[src/rtl/seq_mult_32_pkg.sv]
// seq_mult_32_pkg: miniRISC common definitions shared by the decoder, ALU and multiplier.
package seq_mult_32_pkg;
    localparam int WORD_W = 32;
    localparam logic [6:0] OPC_OP = 7'b0110011;
    localparam logic [6:0] FUNCT7_MULDIV = 7'b0000001;
    localparam logic [2:0] FUNCT3_MUL = 3'b000;
    typedef enum logic [1:0] {IDLE = 2'd0, RUN = 2'd1, DONE = 2'd2} mul_state_t;
endpackage

[src/rtl/seq_mult_32_if.sv]
// seq_mult_32_if: issue/writeback handshake bundle between the decoder/ALU, the multiplier and writeback.
interface seq_mult_32_if
    import seq_mult_32_pkg::*;
#(
    parameter int WIDTH = WORD_W
);
    logic             in_valid;
    logic             in_ready;
    logic [WIDTH-1:0] a;
    logic [WIDTH-1:0] b;
    logic             out_valid;
    logic             out_ready;
    logic [WIDTH-1:0] prod_hi;
    logic [WIDTH-1:0] prod_lo;
    logic             ovf;
    modport master (output in_valid, a, b, out_ready, input in_ready, out_valid, prod_hi, prod_lo, ovf);
    modport slave (input in_valid, a, b, out_ready, output in_ready, out_valid, prod_hi, prod_lo, ovf);
endinterface

[src/rtl/seq_mult_32_adder.sv]
// adder_32_bit: the execute stage's 32-bit adder, reused by the multiplier each iteration.
module adder_32_bit (
    input  logic [31:0] a,
    input  logic [31:0] b,
    input  logic        c_in,
    output logic [31:0] sum,
    output logic        c_out
);
    assign {c_out, sum} = {1'b0, a} + {1'b0, b} + {32'b0, c_in};
endmodule

[src/rtl/seq_mult_32.sv]
// seq_mult_32: unsigned 32x32->64 shift-and-add multiplier, one adder pass per multiplier bit.
// SEQ_MULT_EARLY_ZERO_EN: a zero operand skips the iterations and completes on the accept edge.
module seq_mult_32
    import seq_mult_32_pkg::*;
#(
    parameter int WIDTH = WORD_W,
    parameter int CNT_W = 6
) (
    input logic         clk,
    input logic         rst,
    seq_mult_32_if.slave mul_io
);
    mul_state_t       state_q, state_d;
    logic [WIDTH-1:0] mcand_q, mcand_d;
    logic [WIDTH-1:0] acc_hi_q, acc_hi_d;
    logic [WIDTH-1:0] acc_lo_q, acc_lo_d;
    logic [CNT_W-1:0] cnt_q, cnt_d;
    logic [WIDTH-1:0] sum;
    logic             c_out;

    adder_32_bit u_add (
        .a    (acc_hi_q),
        .b    (acc_lo_q[0] ? mcand_q : '0),
        .c_in (1'b0),
        .sum  (sum),
        .c_out(c_out)
    );

    always_ff @(posedge clk or posedge rst) begin
        if (rst) begin
            state_q  <= IDLE;
            mcand_q  <= '0;
            acc_hi_q <= '0;
            acc_lo_q <= '0;
            cnt_q    <= '0;
        end else begin
            state_q  <= state_d;
            mcand_q  <= mcand_d;
            acc_hi_q <= acc_hi_d;
            acc_lo_q <= acc_lo_d;
            cnt_q    <= cnt_d;
        end
    end

    always_comb begin
        state_d  = state_q;
        mcand_d  = mcand_q;
        acc_hi_d = acc_hi_q;
        acc_lo_d = acc_lo_q;
        cnt_d    = cnt_q;
        case (state_q)
            IDLE: if (mul_io.in_valid) begin
                mcand_d  = mul_io.a;
                acc_hi_d = '0;
                acc_lo_d = mul_io.b;
                cnt_d    = '0;
                state_d  = RUN;
`ifdef SEQ_MULT_EARLY_ZERO_EN
                if (mul_io.a == '0 || mul_io.b == '0) begin
                    acc_lo_d = '0;
                    state_d  = DONE;
                end
`endif
            end
            RUN: begin
                // Shift the carry-extended partial sum right; product bits enter acc_lo from the top.
                {acc_hi_d, acc_lo_d} = {c_out, sum, acc_lo_q[WIDTH-1:1]};
                cnt_d   = cnt_q + CNT_W'(1);
                state_d = (cnt_q == CNT_W'(WIDTH - 1)) ? DONE : RUN;
            end
            DONE: state_d = mul_io.out_ready ? IDLE : DONE;
            default: state_d = IDLE;
        endcase
    end

    // Product registers double as the result holding registers after returning to IDLE.
    assign mul_io.in_ready  = (state_q == IDLE);
    assign mul_io.out_valid = (state_q == DONE);
    assign mul_io.prod_hi   = acc_hi_q;
    assign mul_io.prod_lo   = acc_lo_q;
    assign mul_io.ovf       = |acc_hi_q;
endmodule

[src/flat_wrapper.sv]
// flat-port wrapper written by rule: the top's interface ports become plain ports
module seq_mult_32_flat import seq_mult_32_pkg::*;
#(
    parameter int WIDTH = WORD_W,
    parameter int CNT_W = 6
)
  (clk, rst, mul_io_in_valid, mul_io_a, mul_io_b, mul_io_out_ready, mul_io_in_ready, mul_io_out_valid, mul_io_prod_hi, mul_io_prod_lo, mul_io_ovf);
  seq_mult_32_if #(.WIDTH(WIDTH)) mul_io_i ();
  input logic clk;
  input logic rst;
  input wire logic [$bits(mul_io_i.in_valid)-1:0] mul_io_in_valid;
  input wire logic [$bits(mul_io_i.a)-1:0] mul_io_a;
  input wire logic [$bits(mul_io_i.b)-1:0] mul_io_b;
  input wire logic [$bits(mul_io_i.out_ready)-1:0] mul_io_out_ready;
  output wire logic [$bits(mul_io_i.in_ready)-1:0] mul_io_in_ready;
  output wire logic [$bits(mul_io_i.out_valid)-1:0] mul_io_out_valid;
  output wire logic [$bits(mul_io_i.prod_hi)-1:0] mul_io_prod_hi;
  output wire logic [$bits(mul_io_i.prod_lo)-1:0] mul_io_prod_lo;
  output wire logic [$bits(mul_io_i.ovf)-1:0] mul_io_ovf;
  assign mul_io_i.in_valid = mul_io_in_valid;
  assign mul_io_i.a = mul_io_a;
  assign mul_io_i.b = mul_io_b;
  assign mul_io_i.out_ready = mul_io_out_ready;
  assign mul_io_in_ready = mul_io_i.in_ready;
  assign mul_io_out_valid = mul_io_i.out_valid;
  assign mul_io_prod_hi = mul_io_i.prod_hi;
  assign mul_io_prod_lo = mul_io_i.prod_lo;
  assign mul_io_ovf = mul_io_i.ovf;
  seq_mult_32 #(.WIDTH(WIDTH), .CNT_W(CNT_W)) u_core (.clk(clk), .rst(rst), .mul_io(mul_io_i));
endmodule
[config.mk]
export PLATFORM = sky130hd
export DESIGN_NAME = seq_mult_32_flat
export DESIGN_NICKNAME = d
export VERILOG_FILES = /design/src/rtl/seq_mult_32_pkg.sv /design/src/rtl/seq_mult_32_if.sv /design/src/rtl/seq_mult_32_adder.sv /design/src/rtl/seq_mult_32.sv /design/src/flat_wrapper.sv
export SDC_FILE = /design/constraint.sdc
export NUM_CORES = 1
export LEC_CHECK = 0
export ABC_AREA = 1
export BUFFER_PORTS_ARGS = -buffer_cell sky130_fd_sc_hd__buf_2
export CORE_MARGIN = 1
export CORE_UTILIZATION = 50
export CTS_CLUSTER_DIAMETER = 30
export DETAILED_ROUTE_END_ITERATION = 8
export PLACE_DENSITY = 0.73
export SETUP_SLACK_MARGIN = 0.4
export SLEW_MARGIN = 5
export SYNTH_ARGS = -nofsm -noshare
export SYNTH_HDL_FRONTEND = slang
export SYNTH_SLANG_ARGS = --single-unit
[constraint.sdc]
create_clock -name clk -period 4.51 [get_ports clk]
set_input_delay 0.2255 -clock clk [delete_from_list [all_inputs] [get_ports clk]]
set_output_delay 0.2255 -clock clk [all_outputs]
set_load 0.02 [all_outputs]
==> impl_results.rst <==
.. list-table::
   :header-rows: 1

   * - Metric
     - Value
   * - Combinational family with the most area after synthesis
     - simple AND/OR/NAND/NOR gates
   * - Cell row count
     - 42
   * - Number of global-route vias before repair
     - roughly 6300
   * - Number of cells on the worst hold path
     - 2
   * - Fraction of layout cells with a size suffix above 1
     - between 10% and 20%
   * - Placement Setup Slack
     - 1.73 ns
   * - Maximum buffer depth of the clock tree
     - 2
   * - Clock transition at path regs
     - 0.07 ns
   * - Share of cell area taken by muxes after synthesis
     - 0%
   * - Count of unresolved DRC violations after routing
     - 0
   * - Number of DRC markers after the initial detailed-route iteration
     - between 400 and 500
   * - Final antenna-violating net count
     - 0
   * - Nets@finish
     - 1254
   * - Final critical-path required period
     - 2.79 ns
   * - Post-synthesis net count
     - around 1100
   * - Synth Area in Simple Gates
     - about a third
   * - Total negative slack for setup checks
     - 0 ns
   * - Initial antenna violation count
     - 0
   * - Most used flip-flop cell after synthesis
     - sky130_fd_sc_hd__dfrtp_1
   * - Leakage power total
     - 0.00483 uW
   * - Aggregate global-route resource usage
     - 28.1%
   * - Number of hold buffers added after CTS
     - 0
   * - Global placement routability congestion
     - 0.918
   * - Number of port buffers
     - 134
   * - Max-Cap Viols
     - 0
   * - Remaining global-route overflow
     - 0
   * - Area overhead of the layout relative to synthesis
     - 15.5%
   * - Critical path data arrival time
     - between 3 and 4 ns
   * - Largest net degree at the start of global routing
     - 74
   * - Max VDD drop
     - 0.419 mV
   * - Area share of the largest cell type after synthesis
     - 37.6%
   * - Largest cells by area after synthesis
     - sky130_fd_sc_hd__dfrtp_1 (38%), sky130_fd_sc_hd__nand2_1 (22%), sky130_fd_sc_hd__inv_1 (10%)
   * - Compound-Gate Fraction of Synth Area
     - 10.2%
   * - Type of the most critical hold path
     - input port to flip-flop
   * - Cells after Synth
     - 1032
   * - Fraction of synthesized cell area in xor and xnor cells
     - 0.380%
   * - Async set or reset register ratio after synthesis
     - 100%
   * - I/O pin count
     - 135
   * - Number of vias after detailed routing
     - around 6700
   * - Slew @ Worst Pin
     - 1.02 ns
   * - Vertical extent of the die
     - 120 um
   * - RSZ-0062 raised after global routing
     - no
   * - Adder-Cell Fraction of Synth Area
     - 6.25%
   * - Mean instance size in the synthesized netlist
     - ~6.7 um2
   * - Number of setup buffers added after CTS
     - 0
   * - Final critical-path setup slack
     - 1.72 ns
   * - Count of TritonRoute iterations in the first routing pass
     - 5
   * - CTS Root Buffer Type
     - sky130_fd_sc_hd__clkbuf_16
   * - Die Area
     - 14300 um2
   * - Kind of end point of the critical path
     - flip-flop
   * - Placed Cells incl. Taps
     - 1317
   * - Post-synth design cell area
     - approximately 6900 um2
   * - Crit path max fanout
     - 34
   * - Most frequent cells after synthesis
     - sky130_fd_sc_hd__nand2_1 (404), sky130_fd_sc_hd__inv_1 (189), sky130_fd_sc_hd__dfrtp_1 (104)
   * - Max Clock Skew
     - 0.00818 ns
   * - CP required
     - ~4.8 ns
   * - Sequential-to-total area share from yosys stat
     - a little under two fifths
   * - Core area
     - 13300 um2
   * - Clock sink count
     - about 100
   * - Distinct cell type count of the synthesized netlist
     - 38
   * - Initial core utilization
     - 51.9%
   * - Top cell type by total area after synthesis
     - sky130_fd_sc_hd__dfrtp_1
   * - First-pass GRT wire length
     - about 32000 um
   * - DP Wirelength
     - roughly 14000 um
   * - Power density relative to cell area
     - 889 nW/um2
   * - Number of resized instances in the post-cts repair step
     - 0
   * - Run status
     - finished, final reports clean
   * - Synthesis warning total
     - 0
   * - #FFs+latches synth
     - 104
   * - Worst slew margin
     - 32.2%
   * - Number of flops mapped to enable cells by yosys
     - 0
   * - Routed length per instance
     - 14.2 um
   * - Upper clock frequency limit
     - 358 MHz
   * - Number of setup violations in the final report
     - 0
   * - Insertion delay of the later-clocked pin in the worst-skew pair
     - 0.36 ns
   * - Post-route clock period utilization
     - 61.9%
   * - Worst reg-to-reg path cell count
     - 16
   * - Cell with the most instances after synthesis
     - sky130_fd_sc_hd__nand2_1
   * - Kind of launch point of the worst setup path
     - flip-flop
   * - Max-slew violation count
     - 0
   * - Path type of the worst setup path
     - flip-flop to flip-flop
   * - Hold violation total from the final report
     - 0
   * - Final antenna diode count
     - 0
   * - Clock tree from TritonCTS
     - built
   * - Width of the die
     - 120 um
   * - Num CTS Buffers
     - 9
   * - Detail-routed via count per cell
     - 5.00
   * - Count of H-tree levels built during CTS
     - 3
   * - Non-filler instance count after layout
     - approximately 1300
   * - Detailed Route WL
     - 18900 um
state kept, by name, indices dropped and copies added (netlist names):
name	count
u_core.mcand_q	32
u_core.cnt_q	6
u_core.mul_io.prod_hi	32
u_core.mul_io.prod_lo	32
u_core.state_q	2
metrics by stage:
| stage | power [uW] | cell area, um2 | hold WS, ns | util [%] |
|---|---|---|---|---|
| finish | 7100 | 7990 | 0.0455 | 59.9 |
| global route | 7800 | 7990 | 0.0541 | 59.9 |
| CTS | 7110 | 7990 | 0.0346 | 59.9 |
| detailed placement | 6240 | 7670 | 0.413 | 57.5 |
| global placement | 6160 | 7670 | 0.398 | 57.5 |
| floorplan | 5080 | 6920 | 0.312 | - |
report_power, final:
group	switching [uW]	internal (uW)	total [uW]
clock network	399	447	846
logic	2860	1490	4350
registers	480	1430	1910
final cells by class:
| class | count | area (um2) |
|---|---|---|
| Inverter | 192 | 723 |
| Multi-Input combinational cell | 708 | 3430 |
| Tap cell | 176 | 220 |
| Sequential cell | 104 | 2600 |
| Fill cell | 1312 | 5350 |
| Clock inverter | 7 | 100 |
| Timing Repair Buffer | 137 | 693 |
| Clock buffer | 9 | 225 |
worst paths after layout:
kind                       slack [ns]                startpoint                   endpoint
max                              1.72  u_core.mul_io.prod_lo[0]  u_core.mul_io.prod_hi[31]
min                              0.05          mul_io_out_ready          u_core.state_q[1]
max reg2reg                      1.72  u_core.mul_io.prod_lo[0]  u_core.mul_io.prod_hi[31]
min reg2reg                      0.49         u_core.mcand_q[3]          u_core.mcand_q[3]
max in group asynchronous        3.46                       rst  u_core.mul_io.prod_lo[17]
min in group asynchronous        0.06                       rst  u_core.mul_io.prod_lo[22]
kinds of logic after synthesis:
| group | Yosys count |
|---|---|
| AOI/OAI and AO/OA | 126 |
| xor gates and xnor gates | 3 |
| adders and majority gates | 34 |
| buffers and inverters | 220 |
| DFF | 104 |
| and+or+nand+nor | 545 |
cell usage in the layout (no fill, tap or decap), drive strengths merged, types with 3 or more instances in the layout:
master  netlist  routed
buf          18     137
clkinv        0       5
nor4          8       8
nand2       419     419
or2           4       4
ha           33      33
o22ai        34      34
inv         192     193
nor3          4       4
nand4         5       5
clkbuf       10       9
o21bai        3       3
o21ai        22      22
dfrtp       104     104
nand3        43      43
a21oi        62      62
nor2         59      59
metal layers:
layer	GRT usage [%]	part of all wire [%]	wire (um)
met5	0	0	0
met2	43.7	44	8270
met4	10.2	2.7	514
met3	5.56	6.1	1160
met1	38.8	47	8980
critical path, stage by stage (launching register included):
cell	delay, ns
sky130_fd_sc_hd__dfrtp_1	1.01
sky130_fd_sc_hd__nand2_1	0.10
sky130_fd_sc_hd__inv_1	0.09
sky130_fd_sc_hd__ha_1	0.19
sky130_fd_sc_hd__inv_1	0.07
sky130_fd_sc_hd__fa_1	0.39
sky130_fd_sc_hd__inv_1	0.10
sky130_fd_sc_hd__nand3_1	0.07
sky130_fd_sc_hd__nand3_1	0.13
sky130_fd_sc_hd__nand2_1	0.08
sky130_fd_sc_hd__nand2_2	0.09
sky130_fd_sc_hd__nand3_1	0.08
sky130_fd_sc_hd__nand2_2	0.08
sky130_fd_sc_hd__nand2_1	0.05
sky130_fd_sc_hd__nand2_1	0.06
sky130_fd_sc_hd__nand2_1	0.04
sky130_fd_sc_hd__nand2_1	0.08
No activity file was read; power rests on OpenSTA's default activity.
